[src/rtl/uart_port_responder.sv]
// Bus-side UART model: CPU strobes on the low data byte, 8N1 receive buffer and transmit path.
// Latency: txd start bit 3 cycles after wrn rise is sampled; no backpressure, so writes are dropped while tbre=0.
module uart_port_responder #(
  parameter int CLKS_PER_BIT = 16
) (
  input  logic       clk,
  input  logic       rst,
  input  logic       rdn,
  input  logic       wrn,
  input  logic [7:0] data_in,
  output logic [7:0] data_out,
  output logic       data_oe,
  output logic       data_ready,
  output logic       tbre,
  output logic       tsre,
  output logic       overrun,
  input  logic       rxd,
  output logic       txd
);

  localparam int CW = $clog2(CLKS_PER_BIT);
  localparam logic [CW-1:0] CNT_LAST = CW'(CLKS_PER_BIT - 1);
  localparam logic [CW-1:0] CNT_HALF = CW'(CLKS_PER_BIT / 2 - 1);

  typedef enum logic [1:0] {RX_IDLE, RX_START, RX_DATA, RX_STOP} rx_state_e;
  typedef enum logic [2:0] {TX_IDLE, TX_LOAD, TX_START, TX_DATA, TX_STOP} tx_state_e;

  logic rdn_q, rdn_d, wrn_q, wrn_d;
  logic rx_meta_q, rx_meta_d, rx_s_q, rx_s_d;
  rx_state_e rx_state_q, rx_state_d;
  logic [CW-1:0] rx_cnt_q, rx_cnt_d;
  logic [2:0] rx_bit_q, rx_bit_d;
  logic [7:0] rx_shift_q, rx_shift_d;
  logic [7:0] rbr_q, rbr_d;
  logic data_ready_q, data_ready_d, overrun_q, overrun_d;
  tx_state_e tx_state_q, tx_state_d;
  logic [CW-1:0] tx_cnt_q, tx_cnt_d;
  logic [2:0] tx_bit_q, tx_bit_d;
  logic [7:0] thr_q, thr_d, tsr_q, tsr_d;
  logic tbre_q, tbre_d, tsre_q, tsre_d, txd_q, txd_d;
  logic rd_done, wr_done, rx_commit;

  assign rdn_d     = rdn;
  assign wrn_d     = wrn;
  assign rx_meta_d = rxd;
  assign rx_s_d    = rx_meta_q;
  assign rd_done   = rdn & ~rdn_q;
  assign wr_done   = wrn & ~wrn_q;

  always_ff @(posedge clk or posedge rst) begin
    if (rst) begin
      rdn_q        <= 1'b1;
      wrn_q        <= 1'b1;
      rx_meta_q    <= 1'b1;
      rx_s_q       <= 1'b1;
      rx_state_q   <= RX_IDLE;
      rx_cnt_q     <= '0;
      rx_bit_q     <= '0;
      rx_shift_q   <= '0;
      rbr_q        <= '0;
      data_ready_q <= 1'b0;
      overrun_q    <= 1'b0;
      tx_state_q   <= TX_IDLE;
      tx_cnt_q     <= '0;
      tx_bit_q     <= '0;
      thr_q        <= '0;
      tsr_q        <= '0;
      tbre_q       <= 1'b1;
      tsre_q       <= 1'b1;
      txd_q        <= 1'b1;
    end else begin
      rdn_q        <= rdn_d;
      wrn_q        <= wrn_d;
      rx_meta_q    <= rx_meta_d;
      rx_s_q       <= rx_s_d;
      rx_state_q   <= rx_state_d;
      rx_cnt_q     <= rx_cnt_d;
      rx_bit_q     <= rx_bit_d;
      rx_shift_q   <= rx_shift_d;
      rbr_q        <= rbr_d;
      data_ready_q <= data_ready_d;
      overrun_q    <= overrun_d;
      tx_state_q   <= tx_state_d;
      tx_cnt_q     <= tx_cnt_d;
      tx_bit_q     <= tx_bit_d;
      thr_q        <= thr_d;
      tsr_q        <= tsr_d;
      tbre_q       <= tbre_d;
      tsre_q       <= tsre_d;
      txd_q        <= txd_d;
    end
  end

  // Receive: start bit re-checked at mid-bit, then every sample lands mid-bit.
  always_comb begin
    rx_state_d = rx_state_q;
    rx_cnt_d   = rx_cnt_q;
    rx_bit_d   = rx_bit_q;
    rx_shift_d = rx_shift_q;
    rx_commit  = 1'b0;
    case (rx_state_q)
      RX_IDLE: begin
        if (!rx_s_q) begin
          rx_state_d = RX_START;
          rx_cnt_d   = '0;
        end
      end
      RX_START: begin
        if (rx_cnt_q == CNT_HALF) begin
          rx_cnt_d   = '0;
          rx_bit_d   = '0;
          rx_state_d = rx_s_q ? RX_IDLE : RX_DATA;
        end else begin
          rx_cnt_d = rx_cnt_q + 1'b1;
        end
      end
      RX_DATA: begin
        if (rx_cnt_q == CNT_LAST) begin
          rx_cnt_d   = '0;
          rx_shift_d = {rx_s_q, rx_shift_q[7:1]};
          rx_bit_d   = rx_bit_q + 1'b1;
          if (rx_bit_q == 3'd7) rx_state_d = RX_STOP;
        end else begin
          rx_cnt_d = rx_cnt_q + 1'b1;
        end
      end
      RX_STOP: begin
        if (rx_cnt_q == CNT_LAST) begin
          rx_cnt_d   = '0;
          rx_commit  = rx_s_q;
          rx_state_d = RX_IDLE;
        end else begin
          rx_cnt_d = rx_cnt_q + 1'b1;
        end
      end
      default: rx_state_d = RX_IDLE;
    endcase
  end

  // A byte landing in the same cycle as a read wins, and is not an overrun.
  always_comb begin
    rbr_d        = rbr_q;
    data_ready_d = data_ready_q;
    overrun_d    = overrun_q;
    if (rd_done) begin
      data_ready_d = 1'b0;
      overrun_d    = 1'b0;
    end
    if (rx_commit) begin
      rbr_d        = rx_shift_q;
      data_ready_d = 1'b1;
      if (data_ready_q && !rd_done) overrun_d = 1'b1;
    end
  end

  always_comb begin
    tx_state_d = tx_state_q;
    tx_cnt_d   = tx_cnt_q;
    tx_bit_d   = tx_bit_q;
    thr_d      = thr_q;
    tsr_d      = tsr_q;
    tbre_d     = tbre_q;
    tsre_d     = tsre_q;
    txd_d      = 1'b1;
    if (wr_done && tbre_q) begin
      thr_d  = data_in;
      tbre_d = 1'b0;
    end
    case (tx_state_q)
      TX_IDLE: begin
        if (!tbre_q) tx_state_d = TX_LOAD;
      end
      TX_LOAD: begin
        tsr_d      = thr_q;
        tbre_d     = 1'b1;
        tsre_d     = 1'b0;
        tx_cnt_d   = '0;
        tx_bit_d   = '0;
        tx_state_d = TX_START;
      end
      TX_START: begin
        txd_d = 1'b0;
        if (tx_cnt_q == CNT_LAST) begin
          tx_cnt_d   = '0;
          tx_state_d = TX_DATA;
        end else begin
          tx_cnt_d = tx_cnt_q + 1'b1;
        end
      end
      TX_DATA: begin
        txd_d = tsr_q[0];
        if (tx_cnt_q == CNT_LAST) begin
          tx_cnt_d = '0;
          tsr_d    = {1'b0, tsr_q[7:1]};
          tx_bit_d = tx_bit_q + 1'b1;
          if (tx_bit_q == 3'd7) tx_state_d = TX_STOP;
        end else begin
          tx_cnt_d = tx_cnt_q + 1'b1;
        end
      end
      TX_STOP: begin
        if (tx_cnt_q == CNT_LAST) begin
          tx_cnt_d = '0;
          if (!tbre_q) begin
            tx_state_d = TX_LOAD;
          end else begin
            tsre_d     = 1'b1;
            tx_state_d = TX_IDLE;
          end
        end else begin
          tx_cnt_d = tx_cnt_q + 1'b1;
        end
      end
      default: tx_state_d = TX_IDLE;
    endcase
  end

  assign data_out   = rbr_q;
  assign data_oe    = ~rdn & ~rst;
  assign data_ready = data_ready_q;
  assign overrun    = overrun_q;
  assign tbre       = tbre_q;
  assign tsre       = tsre_q;
  assign txd        = txd_q;

endmodule

[config.mk]
export PLATFORM = sky130hd
export DESIGN_NAME = uart_port_responder
export DESIGN_NICKNAME = d
export VERILOG_FILES = /design/src/rtl/uart_port_responder.sv
export SDC_FILE = /design/constraint.sdc
export NUM_CORES = 1
export LEC_CHECK = 0
export CORE_ASPECT_RATIO = 0.7
export CORE_MARGIN = 1
export CORE_UTILIZATION = 35
export CTS_CLUSTER_SIZE = 25
export DETAILED_ROUTE_END_ITERATION = 7
export GPL_ROUTABILITY_DRIVEN = 0
export HOLD_SLACK_MARGIN = 0.1
export SETUP_SLACK_MARGIN = 0.1
export SYNTH_ARGS = -nofsm -noshare
export SYNTH_HDL_FRONTEND = slang
export SYNTH_SLANG_ARGS = --single-unit
export TNS_END_PERCENT = 30
[constraint.sdc]
create_clock -name clk -period 3.4 [get_ports clk]
set_clock_uncertainty 0.05 [all_clocks]
set_input_delay 0.51 -clock clk [delete_from_list [all_inputs] [get_ports clk]]
set_output_delay 0.51 -clock clk [all_outputs]
set_load 0.05 [all_outputs]
## Word-level counts from Yosys, hierarchy flattened

Index checks and enable logic that the tools add are counted.

- Bits of input ports: 13
- Output and inout bits: 14
- Bits in registers: 60
- Logic and storage cells: 112

- Mux-type cells: 40
- Bitwise operators: 7
- Eq/ne operators: 23
- Add/subtract/negate cells: 4
- Reduce and logical (&&, ||, !) cells: 19

Operators by type and width:

| cell | number |
|---|---|
| $mux 3 | 8 |
| $ne 2x2->1 const B | 11 |
| $mux 4 | 4 |
| $pmux 8 s2 | 1 |
| $pmux 3 s5 | 1 |
| $mux 1 | 12 |
| $mux 2 | 6 |
| $pmux 3 s2 | 2 |
| $pmux 4 s3 | 1 |
| $reduce_bool 2->1 | 6 |
| $reduce_and 5->1 | 2 |
| $eq 3x3->1 const B | 3 |
| $add 4x1->4 const B | 2 |
| $eq 4x4->1 const B | 2 |
| $mux 8 | 1 |
| $pmux 2 s4 | 1 |
| $pmux 4 s2 | 1 |
| $add 3x1->3 const B | 2 |
| $eq 3x2->1 const B | 2 |
| $reduce_and 3->1 | 2 |
| $eq 2x2->1 const B | 2 |
| $eq 4x3->1 const B | 1 |
| $not 1->1 | 4 |
| $pmux 1 s2 | 2 |
| other kinds (10) | 14 |

## Longest topological paths before layout

- Depth after elaboration: 6
- Gate-level depth with buffers: 6
- Mapped depth without buffers: 5

## Worst setup path after synthesis

Ideal clock, no wire load.

- Kind: input -> output
- Start: input port rdn
- End: output port data_oe
- Arrival: 1.164 ns
- Required time: 2.840 ns
- Path slack: 1.676 ns
- Path buffers: 0
- Stages on the path: 1
- Cell sequence: nor2_1

- Longest elaborated chain between the ends: 2

Ends and longest elaborated chain:

| item | line | text |
|---|---|---|
| start: declaration | 8 | `input logic rdn,` |
| $not 1->1 | 219 | `assign data_oe = ~rdn & ~rst;` |
| $and 1x1->1 | 219 |  |
| end: declaration | 12 | `output logic data_oe,` |

No other way between the ends.

## Final worst setup path

Ends and elaborated chain as after synthesis.

==> impl_metrics.env <==
export IMPL_grt_pass1_vias=1735
export IMPL_finalHoldViolations=0
export IMPL_rsz0062_at_grt="no"
export IMPL_die_y_um=77.3
export IMPL_numCtsBuffers=9
export IMPL_finalCritPeriodShare_pct=72.1
export IMPL_crit_slowest_cell="clkdlybuf4s50_1"
export IMPL_seqCellArea_sq_um=1510
export IMPL_drt_iter0_markers=50
export IMPL_syn_instance_count=221
export IMPL_clock_path_buffers=2
export IMPL_timing_worst_setup_path_type="primary input to output pin"
export IMPL_grt_pass1_wl_um=8400
export IMPL_antenna_found_initial=0
export IMPL_clock_root_buffer="clkbuf_16"
export IMPL_setup_reg_to_reg_worst_slack_ns=1.57
export IMPL_top_layer="met4"
export IMPL_layout_common_cells="53 x dfrtp_1, 30 x mux2_2, 26 x clkdlybuf4s50_1"
export IMPL_total_power_mw=2.02
export IMPL_synthArstFlopShare_pct=100
export IMPL_drv_cap=0
export IMPL_status="complete, no violations"
export IMPL_avgSynthCellArea_sq_um=12.8
export IMPL_route_met3_wl_um=200
export IMPL_area_growth_pct=22.0
export IMPL_dr_wl_met2_um=2070
export IMPL_synth_cell_types=49
export IMPL_r2r_end="rx_shift_q[1]"
export IMPL_multi_input_area_sq_um=1210
export IMPL_initial_core_util_pct=36.1
export IMPL_vdd_drop_max_v=0.000265
export IMPL_dp_hpwl_um=3210
export IMPL_cts_sinks=60
export IMPL_synth_top_flop_cell="dfrtp_1"
export IMPL_critical_path_arrival_ns=1.89
export IMPL_final_cells=353
export IMPL_cts_setup_buffers=0
export IMPL_ios=27
export IMPL_cts_clk_slew_worst_paths_ns=0.06
export IMPL_dp_cells=337
export IMPL_dp_slack_ns=0.953
export IMPL_cts_tree="yes"
export IMPL_ys_warn_count=0
export IMPL_dr_pass1_iters=6
export IMPL_timing_final_crit_period_ns=2.45
export IMPL_path_delay_family="buffers and inverters"
export IMPL_num_vias=1758
export IMPL_drcViolationCount=0
export IMPL_slowest_delay_ns=0.80
export IMPL_grt_max_degree=33
export IMPL_report_final_slew_viol_count=0
export IMPL_nets=266
export IMPL_min_delay_start="rx_meta_q"
export IMPL_htreeDepth=3
export IMPL_fmax_mhz=408
export IMPL_dieArea_sq_um=8460
export IMPL_whs_ns=0.298
export IMPL_crit_chain="clkdlybuf4s50_1 -> nor2_1 -> clkdlybuf4s50_1"
export IMPL_cts_hold_buf=0
export IMPL_p_per_area_nw_per_um2=584
export IMPL_regToRegStartpoint="rx_cnt_q[0]"
export IMPL_crit_buf_inv=2
export IMPL_num_rows=27
export IMPL_end_kind="output pin"
export IMPL_final_fill_count=744
export IMPL_numPortBuffers=26
export IMPL_drive_above_1_share_pct=28.6
export IMPL_cp_start_kind="primary input"
export IMPL_viasPerCell=4.98
export IMPL_antenna_cells=0
export IMPL_synth_edf_count=0
export IMPL_min_path_cells=0
export IMPL_layout_commonest_cell="dfrtp_1"
export IMPL_synthesis_area_sq_um=2830
export IMPL_cts_resized=0
export IMPL_cp_required_ns=2.84
export IMPL_antenna_left=0
export IMPL_holdCritPathClass="flop to flop"
export IMPL_fp_dieW_um=110
export IMPL_crit_fanout=4
export IMPL_rr_worst_depth=4
export IMPL_wl_met1_um=2510
export IMPL_insertion_delay_ns=0.32
export IMPL_crit_top_cell="clkdlybuf4s50_1"
export IMPL_synth_seq_cells=60
export IMPL_tightest_slew_ns=0.609
export IMPL_maxSlewHeadroom_pct=59.4
export IMPL_worst_hold_path_endpoint="rx_s_q"
export IMPL_avgRoutedWirePerCell_um=13.6
export IMPL_synthesis_nets=240
export IMPL_fin_ws_ns=0.949
export IMPL_ys_seq_area_share_pct=53.3
export IMPL_overflow=0
export IMPL_setup_violations_final=0
export IMPL_wl_um=4800
export IMPL_leakagePower_nw=1.60
export IMPL_setup_tns_ns=0
export IMPL_track_usage_pct=13.1
export IMPL_core_area_sq_um=7840
## worst max-delay path by stage
stage	from	end	slack (ns)	depth (start not counted)
detailed placement	rdn	data_oe	0.95	3
floorplan	rst	asynchronous set/reset pin	1.37	1
global route	rdn	data_oe	0.88	3
global placement	rdn	data_oe	0.95	3
CTS	rdn	data_oe	0.94	3
finish	rdn	data_oe	0.95	3
## cell families after synthesis
group / after synthesis / synth area share (%)
and+or+nand+nor: 43 / 8.97
buffers and inverters: 18 / 3.80
xor gates and xnor gates: 3 / 0.928
muxes: 45 / 18.7
AOI/OAI and AO/OA: 46 / 11.6
DFF: 60 / 53.3
adders and majority gates: 6 / 2.65
## where the power goes
group	total, mW	internal [mW]	leakage [nW]	switching [mW]
logic	0.235	0.128	0.704	0.106
registers	0.884	0.783	0.754	0.101
clock network	0.898	0.570	0.142	0.328
total	2.02	1.48	1.60	0.535
## synthesized netlist by cell type, types with 2 or more instances
library cell	n	area (sq um)
xnor2_1	3	26.3
a21oi_1	5	25.0
ha_1	6	75.1
mux2_2	30	338
a211oi_1	4	30.0
and3_1	4	25.0
o21ai_0	11	55.1
nand3_1	3	15.0
nor2_1	7	26.3
inv_1	6	22.5
mux2i_1	6	60.1
dfrtp_1	53	1330
nand2_1	12	45.0
nor2b_1	2	12.5
a21o_1	4	30.0
clkbuf_1	6	22.5
dfstp_2	7	184
a41oi_1	3	26.3
a31oi_1	5	31.3
buf_6	3	33.8
mux2_4	8	120
a22o_1	4	35.0
nand2b_1	3	18.8
## state kept, by name, summed over array words and instances, names as in the netlist, 3 cells and up, named ones only
signal / cells
data_out: 8
rx_bit_q: 3
rx_cnt_q: 4
rx_shift_q: 8
thr_q: 8
tsr_q: 8
tx_bit_q: 3
tx_cnt_q: 4
tx_state_q: 3
## final cells by class
class	count	area share, %
sequential	60	43.7
multi-input combinational	143	35.1
inverter	6	0.652
tap	101	3.66
clock inverter	7	2.21
clock buffer	9	6.52
timing repair buffer	27	8.11
## per-layer routing
metal	track usage (%)	vias up
met1	18.0	862
li1	-	868
met5	0	-
met2	18.4	26
met4	3.20	0
met3	6.29	2
## metrics by stage
step | utilization [%] | instance area (sq um)
final | 44.1 | 3450
after global routing | 44.1 | 3450
after CTS | 44.1 | 3450
after detailed placement | 40.2 | 3150
after global placement | 40.2 | 3150
after floorplan | - | 2830
No activity file was read; power rests on OpenSTA's default activity.
